$ cat src/rtl/sample_capture.sv
// Divided-rate ADC sampler: arms, waits for a level crossing (or auto-timeout),
// then writes DEPTH consecutive samples to sample memory starting at address 0.
`timescale 1ns/1ps
module sample_capture #(
  parameter int unsigned DIV          = 50,
  parameter int unsigned DEPTH        = 256,
  parameter int unsigned AUTO_TIMEOUT = 1000000
) (
  input  logic       clk_50mhz,
  input  logic       reset,
  input  logic       activate,
  output logic       done,
  output logic       busy,
  input  logic [7:0] adc_data,
  input  logic [7:0] trig_level,
  input  logic       trig_falling,
  input  logic       auto_en,
  output logic       auto_trig,
  output logic [7:0] mem_addr,
  output logic [7:0] mem_data,
  output logic       mem_we
);

  localparam int unsigned DW = (DIV > 1) ? $clog2(DIV) : 1;
  localparam int unsigned TW = (AUTO_TIMEOUT > 1) ? $clog2(AUTO_TIMEOUT) : 1;
  localparam int unsigned PW = 9;

  typedef enum logic [2:0] {
    S_IDLE,
    S_ARM,
    S_WAIT_TRIG,
    S_CAPTURE,
    S_DONE
  } state_t;

  state_t          state;
  logic [DW-1:0]   div_cnt;
  logic [PW-1:0]   wr_ptr;
  logic [TW-1:0]   tmo_cnt;
  logic [7:0]      prev;
  logic [7:0]      level_q;
  logic            falling_q;
  logic            auto_en_q;

  logic            tick_c;
  logic            level_hit_c;
  logic            timeout_hit_c;
  logic            last_wr_c;

  assign tick_c        = (div_cnt == DW'(DIV - 1));
  assign timeout_hit_c = auto_en_q && (tmo_cnt == TW'(AUTO_TIMEOUT - 1));
  assign last_wr_c     = (wr_ptr == PW'(DEPTH - 1));

  // Crossing test of the previous tick's sample against the current bus value.
  always_comb begin
    level_hit_c = 1'b0;
    if (falling_q) level_hit_c = (prev > level_q) && (adc_data <= level_q);
    else           level_hit_c = (prev < level_q) && (adc_data >= level_q);
  end

  always_ff @(posedge clk_50mhz or negedge reset) begin
    if (!reset) begin
      state     <= S_IDLE;
      div_cnt   <= '0;
      wr_ptr    <= '0;
      tmo_cnt   <= '0;
      prev      <= '0;
      level_q   <= '0;
      falling_q <= 1'b0;
      auto_en_q <= 1'b0;
      done      <= 1'b0;
      busy      <= 1'b0;
      auto_trig <= 1'b0;
      mem_addr  <= '0;
      mem_data  <= '0;
      mem_we    <= 1'b0;
    end else begin
      mem_we <= 1'b0;

      // Sample-rate divider runs only while a capture is in flight.
      if (state == S_ARM || state == S_WAIT_TRIG || state == S_CAPTURE)
        div_cnt <= tick_c ? '0 : div_cnt + DW'(1);
      else
        div_cnt <= '0;

      case (state)
        S_IDLE: begin
          done <= 1'b0;
          if (activate) begin
            state     <= S_ARM;
            busy      <= 1'b1;
            level_q   <= trig_level;
            falling_q <= trig_falling;
            auto_en_q <= auto_en;
            auto_trig <= 1'b0;
            wr_ptr    <= '0;
            tmo_cnt   <= '0;
          end
        end
        S_ARM: begin
          if (!activate) begin
            state <= S_IDLE;
            busy  <= 1'b0;
          end else if (tick_c) begin
            prev  <= adc_data;
            state <= S_WAIT_TRIG;
          end
        end
        S_WAIT_TRIG: begin
          if (!activate) begin
            state <= S_IDLE;
            busy  <= 1'b0;
          end else if (tick_c) begin
            if (level_hit_c || timeout_hit_c) begin
              mem_addr  <= '0;
              mem_data  <= adc_data;
              mem_we    <= 1'b1;
              wr_ptr    <= PW'(1);
              auto_trig <= !level_hit_c;
              state     <= S_CAPTURE;
            end else begin
              if (tmo_cnt != '1) tmo_cnt <= tmo_cnt + TW'(1);
              prev <= adc_data;
            end
          end
        end
        S_CAPTURE: begin
          if (!activate) begin
            state <= S_IDLE;
            busy  <= 1'b0;
          end else if (tick_c) begin
            mem_addr <= wr_ptr[7:0];
            mem_data <= adc_data;
            mem_we   <= 1'b1;
            wr_ptr   <= wr_ptr + PW'(1);
            if (last_wr_c) begin
              state <= S_DONE;
              done  <= 1'b1;
              busy  <= 1'b0;
            end
          end
        end
        S_DONE: begin
          if (!activate) begin
            state <= S_IDLE;
            done  <= 1'b0;
          end
        end
        default: begin
          state <= S_IDLE;
          busy  <= 1'b0;
          done  <= 1'b0;
        end
      endcase
    end
  end

endmodule

$ cat config.mk
export PLATFORM = sky130hd
export DESIGN_NAME = sample_capture
export DESIGN_NICKNAME = d
export VERILOG_FILES = /design/src/rtl/sample_capture.sv
export SDC_FILE = /design/constraint.sdc
export NUM_CORES = 1
export LEC_CHECK = 0
export ABC_CLOCK_PERIOD_IN_PS = 2500
export BUFFER_PORTS_ARGS = -buffer_cell sky130_fd_sc_hd__buf_2
export CORE_MARGIN = 2
export CORE_UTILIZATION = 35
export CTS_CLUSTER_SIZE = 40
export DETAILED_ROUTE_END_ITERATION = 10
export GPL_ROUTABILITY_DRIVEN = 0
export PLACE_DENSITY = 0.62
export SYNTH_ARGS = -nofsm -noshare
export SYNTH_HDL_FRONTEND = slang
export SYNTH_SLANG_ARGS = --single-unit
$ cat constraint.sdc
create_clock -name clk_50mhz -period 2.5 [get_ports clk_50mhz]
set_input_delay 0.5 -clock clk_50mhz [delete_from_list [all_inputs] [get_ports clk_50mhz]]
set_output_delay 0.5 -clock clk_50mhz [all_outputs]
set_load 0.01 [all_outputs]
==> results.json <==
{
  "overflow": 0,
  "n_antenna_cell": 0,
  "cts_hold_buf": 0,
  "first_pass_iters": 7,
  "max_slew_margin_pct": 58.8,
  "cp.arrival_ns": 2.65,
  "synth_top_area_cell": "dfrtp_1",
  "cts_tree": "built",
  "synth_top_family_by_area": "simple AND/OR/NAND/NOR gates",
  "antenna_left": 0,
  "status": "finished, final reports clean",
  "required_ns": 2.73,
  "viasPerCell": 5.42,
  "skew_ns": 0.00914,
  "layout_common_cells": "76 x dfrtp_1, 65 x nand2_1, 55 x buf_4",
  "setup_viol": 0,
  "fmax_mhz": 413,
  "period_share_pct": 96.9,
  "combPwrFrac_pct": 15.5,
  "p_total_uw": 3300,
  "rsz0062_at_grt": "yes",
  "drv_cap": 0,
  "slowest_delay_ns": 0.33,
  "worst-path-buf-inv": 4,
  "yosys.area_share.simple_pct": 23.9,
  "clock_power_share_pct": 45.7,
  "cts_buffers": 9,
  "synthToLayoutAreaGrowth_pct": 27.2,
  "timing.final.hold_violations": 0,
  "crit_fanout": 7,
  "start_util_pct": 35.8,
  "die-area_mm2": 0.0138,
  "grt_max_degree": 77,
  "clk_latency_ns": 0.34,
  "hold_class": "primary input to async pin",
  "layout_commonest_cell": "dfrtp_1",
  "syn-num-nets": 518,
  "h-tree-depth": 3,
  "vias": 4025,
  "die_height_um": 118,
  "synthFlopType": "dfrtp_1",
  "dp_hpwl_um": 8090,
  "grt_use_total_pct": 16.8,
  "synth_cell_types": 64,
  "drtIter0Drc": 321,
  "synth_top_area_share_pct": 42.1,
  "portBuffers": 40,
  "switching_share_pct": 25.7,
  "r2r_slack_ns": 0.08,
  "synth.mux.area_fraction_pct": 4.40,
  "synth_compound_area_share_pct": 18.1,
  "slew_violations": 0,
  "p_per_area_mw_per_mm2": 574,
  "ys_seq_area_share_pct": 42.1,
  "cts_sinks": 76,
  "cts.root.buffer_cell": "clkbuf_16",
  "async_reset_ff_share_pct": 100,
  "layout.nets": 607,
  "grt_pass1_vias": 3950,
  "yosys.area_share.adder_pct": 5.81,
  "synth_edf_count": 0,
  "ys_warn_count": 0,
  "cpLargestDelayFamily": "compound AO/OA/AOI/OAI gates",
  "core-area_mm2": 0.0126,
  "cts.clk_slew.worst_paths_ns": 0.06,
  "cp-end-kind": "register",
  "start_kind": "register",
  "drc": 0,
  "worstMarginPinSlew_ns": 0.616,
  "netlist_top_cells_area": "dfrtp_1 42%, ha_1 5.8%, nand2_1 5.6%",
  "pin_count": 41,
  "synthXorXnorAreaFrac_pct": 0.775,
  "routed_wl_um": 11600,
  "seqPwrFrac_pct": 38.7,
  "ys_seq_elements": 76,
  "leakagePower_uw": 0.00276,
  "syn_area_mm2": 0.00452,
  "antenna_found_initial": 0,
  "p_sw_uw": 847,
  "crit_chain": "inv_1 -> buf_4 -> ha_4 -> nand4_1 -> a311o_1 -> and4_4 -> a22oi_4 -> buf_12 -> buf_6 -> mux2i_1 -> a211o_1",
  "syn_inst": 476,
  "period_needed_ns": 2.42,
  "avgSynthCellArea_um2": 9.49,
  "std_cell_rows": 41,
  "setup.worst_path.class": "register to register",
  "clock_path_buffers": 2,
  "peakVddDrop_mv": 0.315,
  "fp.dieW_um": 118,
  "grt_pass1_wl_um": 19100,
  "crit_slowest_cell": "a311o_1",
  "drive_gt1_share_pct": 29.5,
  "final_util_pct": 45.5,
  "wl_per_cell_um": 15.6,
  "power.internal_uw": 2450
}
registers in the layout (all words and copies together), names as in the netlist:
signal,count
tmo_cnt,20
wr_ptr,9
level_q,8
mem_addr,8
mem_data,8
prev,8
div_cnt,6
state,3
auto_en_q,1
auto_trig,1
busy,1
done,1
falling_q,1
mem_we,1
worst paths after layout:
check | start | endpoint | cells after the start
worst max-delay path | level_q[6] | prev[3] | 11
worst min-delay path | reset | prev[5] | 2
worst max register to register | level_q[6] | prev[3] | 11
worst min register to register | mem_addr[4] | mem_addr[4] | 1
max in group asynchronous | reset | level_q[5] | 2
min in group clk_50mhz | auto_en | auto_en_q | 3
final cells by class:
cell class                      instances  area, µm²
Clock buffer                           10        229
Clock inverter                          6        111
Fill cell                            1198       6870
Inverter                               20       75.1
Multi-Input combinational cell        361       2550
Sequential cell                        76       1900
Tap cell                              172        215
Timing Repair Buffer                   97        659
per-stage QoR:
stage | hold slack [ns] | std cells | area, µm² | setup slack [ns] | TNS, ns
floorplan | 0.204 | 476 | 4540 | -0.0900 | -0.361
global placement | 0.472 | 718 | 5210 | -0.157 | -3.77
detailed placement | 0.474 | 718 | 5210 | -0.180 | -4.52
CTS | 0.188 | 734 | 5560 | 0.00943 | 0
global route | 0.191 | 742 | 5750 | -0.0174 | -0.0359
finish | 0.158 | 742 | 5750 | 0.0787 | 0
power groups by stage:
stage	Combinational [µW]	Sequential, µW	Clock [µW]
after floorplan	258	1290	0
after global placement	422	1300	0
after detailed placement	434	1300	0
after CTS	437	1280	1540
after global routing	565	1280	1580
final	512	1280	1510
timing repair:
| action | 4_1_cts | 5_1_grt |
|---|---|---|
| setup endpoints to repair | 8 | 41 |
| resized for setup | 3 | 26 |
| gates cloned | 0 | 3 |
| setup buffers | 0 | 5 |
| pin swaps | 2 | 14 |
cell usage after synthesis, drive strengths merged (6+ instances only):
library cell / count
dfrtp: 76
nand2: 68
nand3: 44
a21oi: 24
nor2: 22
ha: 21
inv: 20
and3: 17
o21ai: 15
clkbuf: 14
nand4: 13
mux2: 11
o211ai: 10
o31ai: 10
nor3b: 9
buf: 8
nor2b: 8
a211o: 7
a21bo: 6
a21o: 6
mux2i: 6
o311ai: 6
per-layer routing:
layer	vias up	GRT usage, %	share of wire, %
li1	1944	-	-
met4	0	8.73	2.7
met5	-	0	0
met3	22	2.66	5.0
met2	124	26.8	47
met1	1935	22.1	45
cells by family (layout without fill, tap and decap cells):
kind of cell | count (synthesis) | in the layout
simple gates | 209 | 211
compound gates | 107 | 108
flops | 76 | 76
buf+inv | 42 | 133
fa+ha+maj | 21 | 21
mux | 17 | 17
xor+xnor | 4 | 4
(Power assumes the default switching activity.)
